## config.mk

```make
export PLATFORM = sky130hd
export DESIGN_NAME = nn_run_sequencer
export DESIGN_NICKNAME = d
export VERILOG_FILES = /design/src/rtl/nn_seq_pkg.sv /design/src/rtl/nn_seq_buf.sv /design/src/rtl/nn_run_sequencer.sv
export SDC_FILE = /design/constraint.sdc
export NUM_CORES = 1
export LEC_CHECK = 0
export ABC_CLOCK_PERIOD_IN_PS = 2930
export CORE_MARGIN = 2
export CORE_UTILIZATION = 52
export DETAILED_ROUTE_END_ITERATION = 10
export GPL_TIMING_DRIVEN = 0
export PLACE_DENSITY = 0.81
export SYNTH_ARGS = -nofsm -noshare
export SYNTH_HDL_FRONTEND = slang
export SYNTH_SLANG_ARGS = --single-unit
export TNS_END_PERCENT = 1
```

## constraint.sdc

```tcl
create_clock -name clk -period 2.93 [get_ports clk]
set_clock_uncertainty 0.15 [all_clocks]
set_input_delay 0.293 -clock clk [delete_from_list [all_inputs] [get_ports clk]]
set_output_delay 0.293 -clock clk [all_outputs]
set_load 0.02 [all_outputs]
```

## src/rtl/nn_seq_pkg.sv

```systemverilog
// Shared types and defaults for the inference-network run sequencer.
// Holds the sequencer state encoding, default widths/timings and an index-width helper.
package nn_seq_pkg;

    typedef enum logic [2:0] {
        S_IDLE,
        S_LOAD,
        S_NRST,
        S_FILL,
        S_RUN,
        S_EMIT,
        S_ABORT
    } seq_state_t;

    localparam int DW_DEF       = 8;
    localparam int NRST_CYC_DEF = 2;
    localparam int TIMEOUT_DEF  = 255;
    localparam int SCNT_W       = 16;

    // Bits needed to hold any value 0..n inclusive (never less than 1).
    function automatic int idx_w(input int n);
        return (n < 1) ? 1 : $clog2(n + 1);
    endfunction

endpackage

```

## src/rtl/nn_seq_buf.sv

```systemverilog
// Small register-file buffer: one indexed write port, one combinational read mux.
// Contents are not reset; they are always written before being read.
module nn_seq_buf
    import nn_seq_pkg::*;
#(
    parameter int DEPTH = 2,
    parameter int DW    = DW_DEF,
    parameter int IW    = idx_w(DEPTH)
) (
    input  logic          clk,
    input  logic          i_we,
    input  logic [IW-1:0] i_widx,
    input  logic [DW-1:0] i_wdata,
    input  logic [IW-1:0] i_ridx,
    output logic [DW-1:0] o_rdata
);

    logic [DW-1:0] r_mem [DEPTH];

    always_ff @(posedge clk) begin
        for (int unsigned k = 0; k < unsigned'(DEPTH); k++) begin
            if (i_we && (i_widx == IW'(k))) begin
                r_mem[k] <= i_wdata;
            end
        end
    end

    always_comb begin
        o_rdata = '0;
        for (int unsigned k = 0; k < unsigned'(DEPTH); k++) begin
            if (i_ridx == IW'(k)) begin
                o_rdata = r_mem[k];
            end
        end
    end

endmodule

```

## src/rtl/nn_run_sequencer.sv

```systemverilog
// Sample-level controller: buffers one input sample, re-arms and feeds the network,
// collects its results and streams them downstream, aborting on a run timeout.
module nn_run_sequencer
    import nn_seq_pkg::*;
#(
    parameter int N_IN     = 2,
    parameter int N_OUT    = 1,
    parameter int DW       = DW_DEF,
    parameter int NRST_CYC = NRST_CYC_DEF,
    parameter int TIMEOUT  = TIMEOUT_DEF
) (
    input  logic              clk,
    input  logic              rst,
    input  logic              in_valid,
    output logic              in_ready,
    input  logic [DW-1:0]     in_data,
    output logic              net_rst,
    output logic              net_fill,
    input  logic              net_word_req,
    output logic [DW-1:0]     net_fill_data,
    input  logic              net_ack_fill,
    output logic              net_req,
    input  logic              net_ack,
    input  logic              net_out_valid,
    input  logic [DW-1:0]     net_out_data,
    output logic              out_valid,
    input  logic              out_ready,
    output logic [DW-1:0]     out_data,
    output logic              out_last,
    output logic              busy,
    output logic              err_timeout,
    output logic [SCNT_W-1:0] sample_cnt
);

    localparam int IIW = idx_w(N_IN);
    localparam int OIW = idx_w(N_OUT);
    localparam int TW  = idx_w(TIMEOUT);
    localparam int NW  = idx_w(NRST_CYC);

    localparam logic [IIW-1:0] IN_LAST   = IIW'(N_IN - 1);
    localparam logic [OIW-1:0] OUT_LAST  = OIW'(N_OUT - 1);
    localparam logic [OIW-1:0] OUT_FULL  = OIW'(N_OUT);
    localparam logic [TW-1:0]  TO_LAST   = TW'(TIMEOUT - 1);
    localparam logic [NW-1:0]  NRST_LAST = NW'(NRST_CYC - 1);

    seq_state_t        r_state;
    seq_state_t        w_state_nxt;
    logic [IIW-1:0]    r_widx;
    logic [IIW-1:0]    r_fidx;
    logic [OIW-1:0]    r_oidx;
    logic [OIW-1:0]    r_eidx;
    logic [TW-1:0]     r_tcnt;
    logic [NW-1:0]     r_ncnt;

    logic              r_in_ready;
    logic              r_net_rst;
    logic              r_net_fill;
    logic [DW-1:0]     r_net_fill_data;
    logic              r_net_req;
    logic              r_out_valid;
    logic [DW-1:0]     r_out_data;
    logic              r_out_last;
    logic              r_busy;
    logic              r_err_timeout;
    logic [SCNT_W-1:0] r_sample_cnt;

    logic              w_in_hs;
    logic              w_out_hs;
    logic              w_to_hit;
    logic              w_nrst_done;
    logic [IIW-1:0]    w_ibuf_widx;
    logic [IIW-1:0]    w_fidx_nxt;
    logic [DW-1:0]     w_ibuf_rdata;
    logic              w_obuf_we;
    logic [OIW-1:0]    w_oidx_nxt;
    logic [OIW-1:0]    w_eidx_nxt;
    logic [DW-1:0]     w_obuf_rdata;
    logic [DW-1:0]     w_out_src;

    assign w_in_hs     = in_valid & r_in_ready;
    assign w_out_hs    = r_out_valid & out_ready;
    assign w_to_hit    = ((r_state == S_FILL) || (r_state == S_RUN)) && (r_tcnt >= TO_LAST);
    assign w_nrst_done = (r_ncnt == NRST_LAST);
    assign w_ibuf_widx = (r_state == S_LOAD) ? r_widx : '0;

    nn_seq_buf #(.DEPTH(N_IN), .DW(DW), .IW(IIW)) ibuf (
        .clk     (clk),
        .i_we    (w_in_hs),
        .i_widx  (w_ibuf_widx),
        .i_wdata (in_data),
        .i_ridx  (w_fidx_nxt),
        .o_rdata (w_ibuf_rdata)
    );

    nn_seq_buf #(.DEPTH(N_OUT), .DW(DW), .IW(OIW)) obuf (
        .clk     (clk),
        .i_we    (w_obuf_we),
        .i_widx  (r_oidx),
        .i_wdata (net_out_data),
        .i_ridx  (w_eidx_nxt),
        .o_rdata (w_obuf_rdata)
    );

    always_comb begin
        w_fidx_nxt = r_fidx;
        w_eidx_nxt = r_eidx;
        w_obuf_we  = (r_state == S_RUN) && net_out_valid && (r_oidx < OUT_FULL);
        w_oidx_nxt = w_obuf_we ? r_oidx + 1'b1 : r_oidx;
        if (r_state == S_NRST) begin
            w_fidx_nxt = '0;
            w_eidx_nxt = '0;
        end else if ((r_state == S_FILL) && net_word_req && (r_fidx < IN_LAST)) begin
            w_fidx_nxt = r_fidx + 1'b1;
        end else if ((r_state == S_EMIT) && w_out_hs && (r_eidx != OUT_LAST)) begin
            w_eidx_nxt = r_eidx + 1'b1;
        end
        // A result strobe landing on the RUN->EMIT edge is forwarded straight to out_data.
        w_out_src = (w_obuf_we && (r_oidx == w_eidx_nxt)) ? net_out_data : w_obuf_rdata;
    end

    always_comb begin
        w_state_nxt = r_state;
        unique case (r_state)
            S_IDLE:  if (w_in_hs) w_state_nxt = (N_IN == 1) ? S_NRST : S_LOAD;
            S_LOAD:  if (w_in_hs && (r_widx == IN_LAST)) w_state_nxt = S_NRST;
            S_NRST:  if (w_nrst_done) w_state_nxt = S_FILL;
            S_FILL: begin
                if (w_to_hit)          w_state_nxt = S_ABORT;
                else if (net_ack_fill) w_state_nxt = S_RUN;
            end
            S_RUN: begin
                if (w_to_hit)                                w_state_nxt = S_ABORT;
                else if (net_ack && (w_oidx_nxt == OUT_FULL)) w_state_nxt = S_EMIT;
            end
            S_EMIT:  if (w_out_hs && (r_eidx == OUT_LAST)) w_state_nxt = S_IDLE;
            S_ABORT: if (w_nrst_done) w_state_nxt = S_IDLE;
            default: w_state_nxt = S_IDLE;
        endcase
    end

    always_ff @(posedge clk) begin
        if (rst) begin
            r_state         <= S_IDLE;
            r_widx          <= '0;
            r_fidx          <= '0;
            r_oidx          <= '0;
            r_eidx          <= '0;
            r_tcnt          <= '0;
            r_ncnt          <= '0;
            r_in_ready      <= 1'b0;
            r_net_rst       <= 1'b0;
            r_net_fill      <= 1'b0;
            r_net_fill_data <= '0;
            r_net_req       <= 1'b0;
            r_out_valid     <= 1'b0;
            r_out_data      <= '0;
            r_out_last      <= 1'b0;
            r_busy          <= 1'b0;
            r_err_timeout   <= 1'b0;
            r_sample_cnt    <= '0;
        end else begin
            r_state <= w_state_nxt;
            if (w_in_hs) begin
                r_widx <= (r_state == S_LOAD) ? r_widx + 1'b1 : IIW'(1);
            end
            r_fidx <= w_fidx_nxt;
            r_eidx <= w_eidx_nxt;
            r_oidx <= (r_state == S_NRST) ? '0 : w_oidx_nxt;

            if (r_state == S_NRST) begin
                r_tcnt <= '0;
            end else if (((r_state == S_FILL) || (r_state == S_RUN)) && (r_tcnt != '1)) begin
                r_tcnt <= r_tcnt + 1'b1;
            end

            if (((r_state == S_NRST) || (r_state == S_ABORT)) && (w_state_nxt == r_state)) begin
                r_ncnt <= r_ncnt + 1'b1;
            end else begin
                r_ncnt <= '0;
            end

            // Outputs are registered from the next state so they track it exactly.
            r_in_ready      <= (w_state_nxt == S_IDLE) || (w_state_nxt == S_LOAD);
            r_net_rst       <= (w_state_nxt == S_NRST) || (w_state_nxt == S_ABORT);
            r_net_fill      <= (w_state_nxt == S_FILL);
            r_net_fill_data <= (w_state_nxt == S_FILL) ? w_ibuf_rdata : '0;
            r_net_req       <= (w_state_nxt == S_RUN);
            r_out_valid     <= (w_state_nxt == S_EMIT);
            r_out_data      <= (w_state_nxt == S_EMIT) ? w_out_src : '0;
            r_out_last      <= (w_state_nxt == S_EMIT) && (w_eidx_nxt == OUT_LAST);
            r_busy          <= (w_state_nxt != S_IDLE);
            if (w_to_hit) begin
                r_err_timeout <= 1'b1;
            end
            if ((r_state == S_EMIT) && (w_state_nxt == S_IDLE)) begin
                r_sample_cnt <= r_sample_cnt + 1'b1;
            end
        end
    end

    assign in_ready      = r_in_ready;
    assign net_rst       = r_net_rst;
    assign net_fill      = r_net_fill;
    assign net_fill_data = r_net_fill_data;
    assign net_req       = r_net_req;
    assign out_valid     = r_out_valid;
    assign out_data      = r_out_data;
    assign out_last      = r_out_last;
    assign busy          = r_busy;
    assign err_timeout   = r_err_timeout;
    assign sample_cnt    = r_sample_cnt;

endmodule

```

==> key figures <==
STA
  – Setup TNS: 0 ns
  – RSZ-0062 raised after global routing: false
  – FMAX: 378 MHz
  – Max Slew Vio Count: 0
  – Tcrit/Tclk final: 90.4%
  – Slew @ Worst Pin: 1.26 ns
  – Final Hold Fails: 0
  – Max-slew headroom: 16.1%
  – Final setup fails: 0
  – Tmin final: 2.65 ns

Die
  – Die area: 7240 µm²
  – Core area: roughly 6300 µm²
  – Chip height: about 85 µm
  – Die Width: about 85 µm
  – Row cnt: 29
  – Top-Level Pins: 64
  – Initial core utilization: a little over half

Routing
  – Routed Antenna Nets: 0
  – Vias per cell: 5.40
  – DR pass1 iterations: 4
  – WL final: 6.82 mm
  – Iter 0 DRT Violations: 166
  – Routed WL per cell: between 10 and 15 µm
  – DRC errors left: 0
  – Vias: between 2,000 and 3,000

Layout
  – Design Area, Final: roughly 4300 µm²
  – Reg area: about 1900 µm²
  – Commonest non-fill, non-tap cell in the layout: clkdlybuf4s50_1
  – Fill cells: roughly 470
  – Antenna diodes: 0
  – Most frequent cells in the layout: clkdlybuf4s50_1 (63), dfxtp_1 (59), nor2_1 (43)
  – Fraction of layout cells with a size suffix above 1: around 11%
  – Area growth syn-to-layout: 27.1%
  – Final net count: roughly 420
  – Multi-input combinational cell area: ~1400 µm²

Run
  – Max Cap Violations: 0

Synth
  – Sequential area share after synthesis: 55.6%
  – YS warnings: 0
  – Avg Inst Size Synth: ~11 µm²
  – EDFF count, synth: 24
  – Yosys reg bits: 83
  – Top FF cell, synth: dfxtp_1
  – Post-Syn Area: 3420 µm²
  – Syn Nets: 344
  – Syn Inst Count: 314
  – Distinct cell type count after synthesis: 54
  – Async set or reset register ratio after synthesis: 0%

Power
  – Lkg Pwr: 0.00158 µW
  – Peak supply drop: 0.382 mV
  – PwrDens: 483 nW/µm²

Global routing
  – Vias in the first global route: 2,489
  – First-pass GRT wire length: around 11 mm
  – GRT overflow: 0
  – Largest net degree at the start of global routing: 16
  – Initial antenna violation count: 0
  – GRT Util Overall: between 10% and 20%

Placed design
  – Placement Cell Area: slightly above 4000 µm²
  – PortBufs: 63
  – GPL Wtd Cong: approximately 0.85
  – Detailed placement HPWL: 4.80 mm

Clock network
  – Clock tree from TritonCTS: yes
  – Clock root buffer: clkbuf_8
  – H-tree Lvls: 3
  – Total setup buffers inserted after CTS: 0
  – CTS Hold Bufs: 0
  – Post-CTS Resized: 0
  – Num CTS Buffers: 9
  – Clk Latency, worst-skew pair: 0.36 ns
  – CTS Buffer Depth: 2
  – Clock sinks: 83
  – CTS clock-pin slew for the worst setup and hold paths: 0.08 ns

Hold path
  – Hold WC Path Type: flip-flop to flip-flop
  – Hold endpoint: r_ncnt[0]$_SDFF_PP0_
  – Hold Path Stages: 1
  – Hold_sp: r_ncnt[0]$_SDFF_PP0_

Critical path
  – Kind of critical path: flip-flop to flip-flop
  – Worst-path maximum fanout: 10
  – Startpoint Class: flip-flop
  – CP Data Required Time: approximately 2.8 ns
  – FF-to-FF path depth: 4
  – RR Endpoint: ibuf.r_mem[0][9]$_DFFE_PP_
  – Worst reg-to-reg setup slack: 0.28 ns
  – Crit. End Element: flip-flop
  – Origin of the critical flop-to-flop path: r_state[2]$_SDFF_PP0_
  – Worst EP arrival: 2.47 ns

Outcome
  – Outcome: finished, final reports clean
## cells in the mapped netlist, types with 2 or more instances
master | n | area (µm²)
ha_1 | 6 | 75.1
a211oi_1 | 3 | 22.5
o21ai_0 | 8 | 40.0
inv_1 | 9 | 33.8
a21oi_1 | 12 | 60.1
xor2_1 | 10 | 87.6
mux2i_1 | 8 | 80.1
dfxtp_1 | 59 | 1180
or2_2 | 3 | 18.8
nand3_1 | 10 | 50.1
edfxtp_1 | 24 | 721
nor2b_1 | 11 | 68.8
nor3b_1 | 4 | 30.0
buf_2 | 3 | 15.0
nand4_1 | 9 | 56.3
nor3_1 | 6 | 30.0
o211ai_1 | 2 | 15.0
nor2_1 | 43 | 161
nand2b_1 | 5 | 31.3
nor3b_2 | 8 | 100
a32oi_1 | 8 | 70.1
xnor2_1 | 11 | 96.3
nand2_1 | 15 | 56.3
clkbuf_1 | 3 | 11.3
buf_1 | 2 | 7.51
buf_4 | 2 | 15.0
nand3b_1 | 3 | 22.5
## sequential cells by signal (all words and copies together) (netlist names), 3 cells and up
name and cells:
ibuf.r_mem 16, net_fill_data 8, obuf.r_mem 8, out_data 8
r_state 3, r_tcnt 8, sample_cnt 16
## report_power, final
group | switching, µW | internal (µW) | leakage (µW) | total (µW)
Clock | 415 | 398 | 0.0000974 | 812
Sequential | 5.44 | 1190 | 0.000695 | 1200
Combinational | 45.3 | 47.5 | 0.000791 | 92.9
Total | 466 | 1640 | 0.00158 | 2100
## critical path, stage by stage (launching register included)
cell	delay, ns
dfxtp_1	0.32
buf_4	0.16
nor3b_1	0.41
nand3_1	0.20
nor3b_1	1.03
## kinds of logic after synthesis
| kind of cell | count (synthesis) | share of synthesized area [%] |
|---|---|---|
| AO/OA/AOI/OAI | 42 | 9.15 |
| XOR/XNOR | 21 | 5.38 |
| adder cells (fa/ha/maj) | 6 | 2.20 |
| buffers and inverters | 21 | 2.85 |
| flip-flops | 83 | 55.6 |
| multiplexers | 8 | 2.34 |
| AND/OR/NAND/NOR | 133 | 22.5 |
## layout make-up
type | instances | share of cell area (%)
Timing Repair Buffer | 63 | 14.5
Tap cell | 77 | 2.22
Inverter | 10 | 0.864
Clock buffer | 9 | 2.85
Sequential cell | 83 | 43.8
Multi-Input combinational cell | 210 | 32.7
Clock inverter | 7 | 1.76
Buffer | 11 | 1.38
## how the worst max path moves through the flow
stage                                 from                           to  cells past startpoint
floorplan           r_tcnt[1]$_SDFFE_PP0P_       out_data[6]$_SDFF_PP0_                      7
global placement                  in_valid       out_data[2]$_SDFF_PP0_                      7
detailed placement                in_valid       out_data[4]$_SDFF_PP0_                      7
CTS                  r_state[2]$_SDFF_PP0_  ibuf.r_mem[0][12]$_DFFE_PP_                      4
global route         r_state[2]$_SDFF_PP0_   ibuf.r_mem[0][9]$_DFFE_PP_                      4
finish               r_state[2]$_SDFF_PP0_   ibuf.r_mem[0][9]$_DFFE_PP_                      4
## layer usage
| layer | GRT usage, % | routed length, µm | vias up |
|---|---|---|---|
| met5 | 0 | 0 | - |
| met4 | 6.49 | 70 | 0 |
| met3 | 6.32 | 285 | 5 |
| met2 | 33.2 | 3510 | 53 |
| met1 | 24.2 | 2960 | 1210 |
| li1 | - | - | 1268 |
## per-stage QoR
| step | utilization [%] | worst slack, ns | std cells | total power, µW | hold slack, ns |
|---|---|---|---|---|---|
| CTS | 68.5 | 0.347 | 470 | 2120 | 0.282 |
| global route | 68.5 | 0.175 | 470 | 2190 | 0.293 |
| detailed placement | 65.3 | 0.234 | 454 | 1310 | 0.270 |
| global placement | 65.3 | 0.301 | 454 | 1310 | 0.256 |
| finish | 68.5 | 0.282 | 470 | 2100 | 0.275 |
| floorplan | - | 0.794 | 314 | 1260 | 0.242 |
No activity file was read; power rests on OpenSTA's default activity.
